**config.mk**
```make
export PLATFORM = sky130hd
export DESIGN_NAME = ifft_frame_sequencer
export DESIGN_NICKNAME = d
export VERILOG_FILES = /design/src/rtl/ifft_frame_sequencer.sv
export SDC_FILE = /design/constraint.sdc
export NUM_CORES = 1
export LEC_CHECK = 0
export ABC_CLOCK_PERIOD_IN_PS = 2050
export BUFFER_PORTS_ARGS = -buffer_cell sky130_fd_sc_hd__buf_4
export CAP_MARGIN = 0
export CORE_AREA = 2 2 81 142
export DETAILED_ROUTE_END_ITERATION = 6
export DIE_AREA = 0 0 83 144
export HOLD_SLACK_MARGIN = 0.02
export PLACE_DENSITY = 0.65
export SYNTH_ARGS = -nofsm -noshare
export SYNTH_HDL_FRONTEND = slang
export SYNTH_SLANG_ARGS = --single-unit
```
**constraint.sdc**
```tcl
create_clock -name aclk -period 2.05 [get_ports aclk]
set_input_delay 0.3075 -clock aclk [delete_from_list [all_inputs] [get_ports aclk]]
set_output_delay 0.3075 -clock aclk [all_outputs]
set_load 0.02 [all_outputs]
```
**src/rtl/ifft_frame_sequencer.sv**
```systemverilog
// Frame sequencer between the 16-QAM mapper and the IFFT core: issues config
// words, frames the sample stream with tlast, limits frames in flight, and checks output frame length.
module ifft_frame_sequencer #(
  parameter int                NFFT         = 16,
  parameter int                LOG2N        = 4,
  parameter int                DW           = 32,
  parameter int                CFG_W        = 24,
  parameter logic [CFG_W-1:0]  CFG_DEFAULT  = 24'h340805,
  parameter int                MAX_INFLIGHT = 2
) (
  input  logic             aclk,
  input  logic             aresetn,
  input  logic [CFG_W-1:0] cfg_word,
  input  logic             cfg_update,
  output logic [CFG_W-1:0] m_cfg_tdata,
  output logic             m_cfg_tvalid,
  input  logic             m_cfg_tready,
  input  logic [DW-1:0]    s_sym_tdata,
  input  logic             s_sym_tvalid,
  output logic             s_sym_tready,
  output logic [DW-1:0]    m_fft_tdata,
  output logic             m_fft_tvalid,
  output logic             m_fft_tlast,
  input  logic             m_fft_tready,
  input  logic             mon_tvalid,
  input  logic             mon_tready,
  input  logic             mon_tlast,
  output logic [1:0]       inflight,
  output logic [15:0]      frames_in,
  output logic [15:0]      frames_out,
  output logic             len_err,
  output logic             cfg_busy
);

  typedef enum logic [1:0] {ST_CFG, ST_RUN, ST_DRAIN} state_t;

  localparam logic [1:0]       LP_MAX  = 2'(MAX_INFLIGHT);
  localparam logic [LOG2N-1:0] LP_LAST = LOG2N'(NFFT - 1);

  state_t           r_state;
  logic [CFG_W-1:0] r_cfg_data;
  logic             r_cfg_valid;
  logic [CFG_W-1:0] r_pend_word;
  logic             r_cfg_pending;
  logic             r_hold;
  logic [LOG2N-1:0] r_idx;
  logic [LOG2N-1:0] r_obeat;
  logic [1:0]       r_inflight;
  logic [15:0]      r_frames_in;
  logic [15:0]      r_frames_out;
  logic             r_len_err;

  logic w_open;
  logic w_dvalid;
  logic w_hs;
  logic w_inc;
  logic w_mon_hs;
  logic w_dec;

  // Gate ignores m_fft_tready so tvalid never depends on the core's ready.
  assign w_open   = (r_state == ST_RUN) &&
                    ((r_idx != '0) || r_hold ||
                     ((r_inflight < LP_MAX) && !r_cfg_pending));
  assign w_dvalid = s_sym_tvalid & w_open;
  assign w_hs     = w_dvalid & m_fft_tready;
  assign w_inc    = w_hs && (r_idx == LP_LAST);
  assign w_mon_hs = mon_tvalid & mon_tready;
  assign w_dec    = w_mon_hs & mon_tlast;

  assign m_fft_tdata  = s_sym_tdata;
  assign m_fft_tvalid = w_dvalid;
  assign s_sym_tready = m_fft_tready & w_open;
  assign m_fft_tlast  = (r_idx == LP_LAST);
  assign m_cfg_tdata  = r_cfg_data;
  assign m_cfg_tvalid = r_cfg_valid;
  assign inflight     = r_inflight;
  assign frames_in    = r_frames_in;
  assign frames_out   = r_frames_out;
  assign len_err      = r_len_err;
  assign cfg_busy     = (r_state != ST_RUN);

  always_ff @(posedge aclk) begin
    if (!aresetn) begin
      r_state       <= ST_CFG;
      r_cfg_data    <= CFG_DEFAULT;
      r_cfg_valid   <= 1'b1;
      r_pend_word   <= '0;
      r_cfg_pending <= 1'b0;
      r_hold        <= 1'b0;
      r_idx         <= '0;
      r_obeat       <= '0;
      r_inflight    <= '0;
      r_frames_in   <= '0;
      r_frames_out  <= '0;
      r_len_err     <= 1'b0;
    end else begin
      case (r_state)
        ST_CFG: begin
          if (r_cfg_valid && m_cfg_tready) begin
            r_cfg_valid   <= 1'b0;
            r_cfg_pending <= 1'b0;
            r_state       <= ST_RUN;
          end
        end
        ST_RUN: begin
          if ((r_idx == '0) && r_cfg_pending && !r_hold)
            r_state <= ST_DRAIN;
        end
        ST_DRAIN: begin
          if (r_inflight == '0) begin
            r_cfg_data  <= r_pend_word;
            r_cfg_valid <= 1'b1;
            r_state     <= ST_CFG;
          end
        end
        default: r_state <= ST_CFG;
      endcase

      // A request coinciding with the config handshake stays queued.
      if (cfg_update) begin
        r_pend_word   <= cfg_word;
        r_cfg_pending <= 1'b1;
      end

      if (w_hs)
        r_hold <= 1'b0;
      else if ((r_idx == '0) && w_dvalid)
        r_hold <= 1'b1;

      if (w_hs)
        r_idx <= (r_idx == LP_LAST) ? '0 : r_idx + 1'b1;

      if (w_inc) r_frames_in  <= r_frames_in + 16'd1;
      if (w_dec) r_frames_out <= r_frames_out + 16'd1;

      if (w_inc && !w_dec) begin
        r_inflight <= r_inflight + 2'd1;
      end else if (w_dec && !w_inc) begin
        if (r_inflight == '0)
          r_len_err <= 1'b1;
        else
          r_inflight <= r_inflight - 2'd1;
      end

      if (w_mon_hs) begin
        if (mon_tlast) begin
          if (r_obeat != LP_LAST) r_len_err <= 1'b1;
          r_obeat <= '0;
        end else if (r_obeat == LP_LAST) begin
          r_len_err <= 1'b1;
          r_obeat   <= '0;
        end else begin
          r_obeat <= r_obeat + 1'b1;
        end
      end
    end
  end

endmodule
```
After elaboration in Yosys (flattened, before gate mapping)
Cells that the tools add are included.
W data, S select, Z words.
{"block": "op_classes", "n_addsub": 6, "multipliers": 0, "div": 0, "n_lt_le_gt_ge": 1, "eq_ne": 10, "shifts": 0, "muxes": 22, "bitwise": 6, "reduce_logical": 29}
{"operator": "$add A16 B1 Y16 const B", "n": 2}
{"operator": "$mux W2", "n": 6}
{"operator": "$mux W4", "n": 3}
{"operator": "$mux W1", "n": 11}
{"operator": "$logic_and A1 B1 Y1", "n": 9}
{"operator": "$add A4 B1 Y4 const B", "n": 2}
{"operator": "$eq A4 B4 Y1 const B", "n": 2}
{"operator": "$reduce_bool A2 Y1", "n": 4}
{"operator": "$ne A2 B1 Y1 const B", "n": 3}
{"operator": "$pmux W2 S3", "n": 1}
{"operator": "$reduce_and A2 Y1", "n": 3}
{"operator": "$reduce_and A3 Y1", "n": 2}
{"operator": "$and A1 B1 Y1", "n": 5}
{"operator": "$logic_not A1 Y1", "n": 4}
{"operator": "$logic_not A2 Y1", "n": 2}
{"operator": "$logic_not A4 Y1", "n": 1}
{"operator": "$ne A2 B2 Y1 const B", "n": 2}
{"operator": "$ne A4 B4 Y1 const B", "n": 1}
{"operator": "$reduce_bool A4 Y1", "n": 1}
{"operator": "$add A2 B1 Y2 const B", "n": 1}
{"operator": "$eq A2 B1 Y1 const B", "n": 1}
{"operator": "$eq A2 B2 Y1 const B", "n": 1}
{"operator": "$logic_or A1 B1 Y1", "n": 2}
{"operator": "$lt A2 B2 Y1 const B", "n": 1}
{"operator": "4 further kinds", "n": 4}
{"block": "totals", "regBits": 96, "latchBits": 0, "ram_bits": 0, "mem_bits_ro": 0, "elab_cells": 86, "n_memories": 0}

Logic depth before layout (Yosys ltp)
{"block": "logic_depth", "word_depth": 14, "depth_mapped": 9, "ltp_nobuf": 9}

Least setup slack after synthesis
Ideal clock, no wire load.
{"block": "synth_timing", "path_kind": "flip-flop to flip-flop", "from": "reg r_frames_out[0], in the netlist frames_out[0]", "to": "reg r_frames_out[10], in the netlist frames_out[10]", "arrival_ps": 1867, "required_ps": 1980, "setup_slack_ps": 112, "path_stages_with_launch": 7, "n_path_buf": 1, "period_less_slack_ps": 1938, "path_cell_list": "dfxtp_1 -> ha_1 -> clkinvlp_2 -> or4_1 -> buf_2 -> or3_1 -> a21oi_1"}
{"block": "synth_between", "elab_chain_cells": 1}
{"item": "start: declaration", "line": "50", "rtl": "logic [15:0] r_frames_out;"}
{"item": "start signal: assignment", "line": "134", "rtl": "if (w_dec) r_frames_out <= r_frames_out + 16'd1;"}
{"item": "$add A16 B1 Y16", "line": "134"}
No other way between the ends.
A chain may end at the register's enable or synchronous reset.

Worst setup path after layout
{"block": "layout_timing", "from": "reg r_idx[0]", "to": "out m_fft_tvalid"}
{"block": "layout_between", "elab_chain_cells": 5}
{"item": "start: declaration", "line": "46", "rtl": "logic [LOG2N-1:0] r_idx;"}
{"item": "start signal: assignment", "line": "131", "rtl": "r_idx <= (r_idx == LP_LAST) ? '0 : r_idx + 1'b1;"}
{"item": "$reduce_bool A4 Y1", "line": "62", "rtl": "((r_idx != '0) || r_hold ||"}
{"item": "$logic_or A1 B1 Y1 (2 in a row)", "line": "62"}
{"item": "$logic_and A1 B1 Y1", "line": "61", "rtl": "assign w_open = (r_state == ST_RUN) &&"}
{"item": "$and A1 B1 Y1", "line": "64", "rtl": "assign w_dvalid = s_sym_tvalid & w_open;"}
{"item": "end: declaration", "line": "22", "rtl": "output logic m_fft_tvalid,"}
No other way between the ends.

==> flow_summary.yaml <==
outcome:
  status: "finished clean"
place:
  placedInstanceArea_sq_mm: 0.00489
  place_congestion: 0.752
  dp_slack_ns: 0.0282
  dpl.hpwl_um: 7020
  port_buffers: 96
clocking:
  clk_latency_ns: 0.34
  cts_hold_buffers: 0
  numCtsBuffers: 9
  clock_path_buffers: 2
  h-tree-depth: 3
  cts_sinks: 96
  path_clk_slew_ns: 0.07
  root_buffer: "clkbuf_16"
  cts_tree: "done"
grt:
  antenna_found_initial: 0
  overflow: 0
  grt_max_degree: 42
  grt_usage: 0.162
  grt_pass1_vias: 3480
  grt_pass1_wl_um: 16000
logic_synthesis:
  synth_cell_types: 45
  avgSynthCellArea_sq_um: 8.64
  ys_ff_latch: 96
  synth_edf_count: 0
  ys.flop_type: "dfxtp_1"
  synth_warnings: 0
  syn_area_sq_mm: 0.00424
  synth_nets: 563
  async_flop_share: 0
  synth.yosys.seq_area_share: 0.453
  netlist_instances: 491
layout:
  design_area_sq_mm: 0.00526
  seqCellArea_sq_mm: 0.00192
  antenna_cells: 0
  nFillCells: 1042
  syn_to_final_growth_pct: 24.0
  nets: 630
  multi_input_area_sq_mm: 0.00197
  drive_above_1_share: 0.259
timing:
  maxSlewHeadroom: 0.700
  worst_pin_slew_ns: 0.448
  clock.fmax_mhz: 494
  period_needed_ns: 2.02
  slew_viol_final: 0
  hold_viol: 0
  finalCritPeriodShare: 0.987
  finalSetupViolations: 0
  worst_slack_ns: 0.0266
  finalSetupTns_ns: 0
  rsz0062_at_grt: "true"
  skew_ns: 0.00637
die:
  die-area_sq_mm: 0.0120
  core_sq_mm: 0.0109
  die_h_um: 144
  num_io_pins: 161
  start_util: 0.389
  chipWidth_um: 83
  fp-row-count: 51
drt:
  num_vias: 3632
  vias_per_cell: 5.23
  finalWirelength_um: 9660
  post_drt_wl_per_cell_um: 13.9
  initialDrtViolationCount: 158
  drtAntennaViolNets: 0
  dr.pass1.iters: 4
  drc: 0
pwr:
  leakage_nw: 2.24
  peakVddDrop_mv: 0.530
  p_per_area_mw_per_mm2: 746
setup_path:
  crit_type: "reg -> out"
  crit_arrival_ns: 1.72
  crit_path_max_fanout: 3
  end_kind: "output port"
  crit_required_ns: 1.74
  start_kind: "flip-flop"
flow_run:
  cap_violations: 0
min_path:
  hp-class: "in -> reg"
-- worst max-delay path: stages, from the launching register on --
cell and delay [ns]:
dfxtp_2 0.33, inv_2 0.05, ha_1 0.13, or3b_4 0.39, o21ba_4 0.21, and2_4 0.15
buf_6 0.12
-- per-layer routing --
| layer | track usage | part of all wire | vias up | wire [um] |
|---|---|---|---|---|
| met1 | 0.173 | 0.40 | 1709 | 3900 |
| met2 | 0.289 | 0.51 | 94 | 4920 |
| met5 | 0 | 0 | - | 0 |
| met3 | 0.0451 | 0.057 | 41 | 549 |
| met4 | 0.0846 | 0.031 | 0 | 300 |
| li1 | - | - | 1788 | - |
-- cell type report --
class | count | share of cell area
Clock buffer | 10 | 0.0454
Clock inverter | 6 | 0.0128
Inverter | 11 | 0.00808
Multi-Input combinational cell | 329 | 0.375
Sequential cell | 96 | 0.366
Tap cell | 132 | 0.0314
Timing Repair Buffer | 111 | 0.162
-- flip-flops by register name (all words and copies together), names as in the netlist --
name           cells
inflight           2
m_cfg_tdata       24
frames_in         16
r_state            2
m_cfg_tvalid       1
r_hold             1
frames_out        16
len_err            1
r_pend_word       24
r_cfg_pending      1
r_idx              4
r_obeat            4
-- report_power, final --
group | internal (mW) | total [mW] | switching (mW)
sequential | 1.91 | 1.94 | 0.0274
clock | 0.983 | 1.70 | 0.720
combinational | 0.135 | 0.284 | 0.149
total | 3.03 | 3.93 | 0.896
-- path summary, 6_finish.rpt --
| kind | cells after the start | start | slack, ns | endpoint |
|---|---|---|---|---|
| worst min-delay path | 3 | cfg_word[2] | 0.20 | r_pend_word[2]$_SDFFE_PN0P_ |
| worst max-delay path | 6 | r_idx[0]$_SDFFE_PN0N_ | 0.03 | m_fft_tvalid |
| worst min register to register | 2 | r_pend_word[4]$_SDFFE_PN0P_ | 0.45 | m_cfg_tdata[4]$_SDFFE_PN0P_ |
| worst max register to register | 5 | frames_out[1]$_SDFFE_PN0P_ | 0.19 | frames_out[12]$_SDFFE_PN0P_ |
-- cells in the mapped netlist (2+ instances only) --
library cell  number  area, sq um
a21oi_1           45          225
xor2_1             7         61.3
nor2_1            50          188
o21ai_0           11         55.1
o21ai_1            2         10.0
nand2_1           71          267
xnor2_1            5         43.8
and4_1             3         26.3
ha_1               7         87.6
nand3_1           17         85.1
buf_4             34          255
or4_1              9         67.6
nand4_1            8         50.1
and3_1             6         37.5
clkbuf_1          16         60.1
nor3_1             4         20.0
o31ai_1            8         60.1
nor4_1             4         25.0
o21bai_1           2         15.0
dfxtp_1           96         1920
inv_1              9         33.8
or3_1              8         50.1
and2_1             4         25.0
buf_2              5         25.0
o21a_1             2         15.0
nand2b_1           8         50.1
mux2i_1           32          320
-- stage by stage --
step	util	std cells	power (mW)	hold WS [ns]
finish	0.482	695	3.93	0.205
global route	0.482	695	4.09	0.199
CTS	0.481	695	3.97	0.197
detailed placement	0.448	675	2.26	0.445
global placement	0.448	675	2.25	0.438
floorplan	-	491	2.23	0.431
-- cell usage in the layout, fill, tap and decap left out, types with 2 or more instances in the layout --
cell / Yosys / routed
nand2b_1: 8 / 8
nand2_1: 71 / 71
xor2_1: 7 / 7
dfxtp_1: 96 / 94
clkinvlp_4: 0 / 2
clkbuf_16: 0 / 9
o21ai_1: 2 / 2
buf_4: 34 / 108
xnor2_1: 5 / 5
o21bai_1: 2 / 2
nor4_1: 4 / 4
and4_1: 3 / 3
nor2_1: 50 / 50
dfxtp_2: 0 / 2
and2_4: 0 / 2
and3_1: 6 / 5
o21ai_0: 11 / 11
nand4_1: 8 / 8
a21oi_1: 45 / 45
nand3_1: 17 / 17
inv_1: 9 / 6
o21a_1: 2 / 2
inv_2: 1 / 4
mux2i_1: 32 / 32
buf_6: 0 / 2
and2_1: 4 / 2
or3_1: 8 / 8
or4_1: 9 / 8
ha_1: 7 / 7
o31ai_1: 8 / 8
nor3_1: 4 / 3
-- what timing repair did --
action                                  CTS  global route
buffers inserted                          4             0
endpoints found under the hold margin     0             0
pin swaps                                 1             0
endpoints found under the setup margin    2            16
resized for setup                         8             6
-- kinds of logic (layout without fill, tap and decap cells) --
kind of cell	count (synthesis)	after routing	share of synthesized area
compound gates	76	76	0.102
xor+xnor	12	12	0.0248
fa+ha+maj	7	7	0.0206
buf+inv	66	138	0.0902
flops	96	96	0.453
mux	33	33	0.0781
simple gates	201	201	0.231
Power figures use the tool's default switching activity.
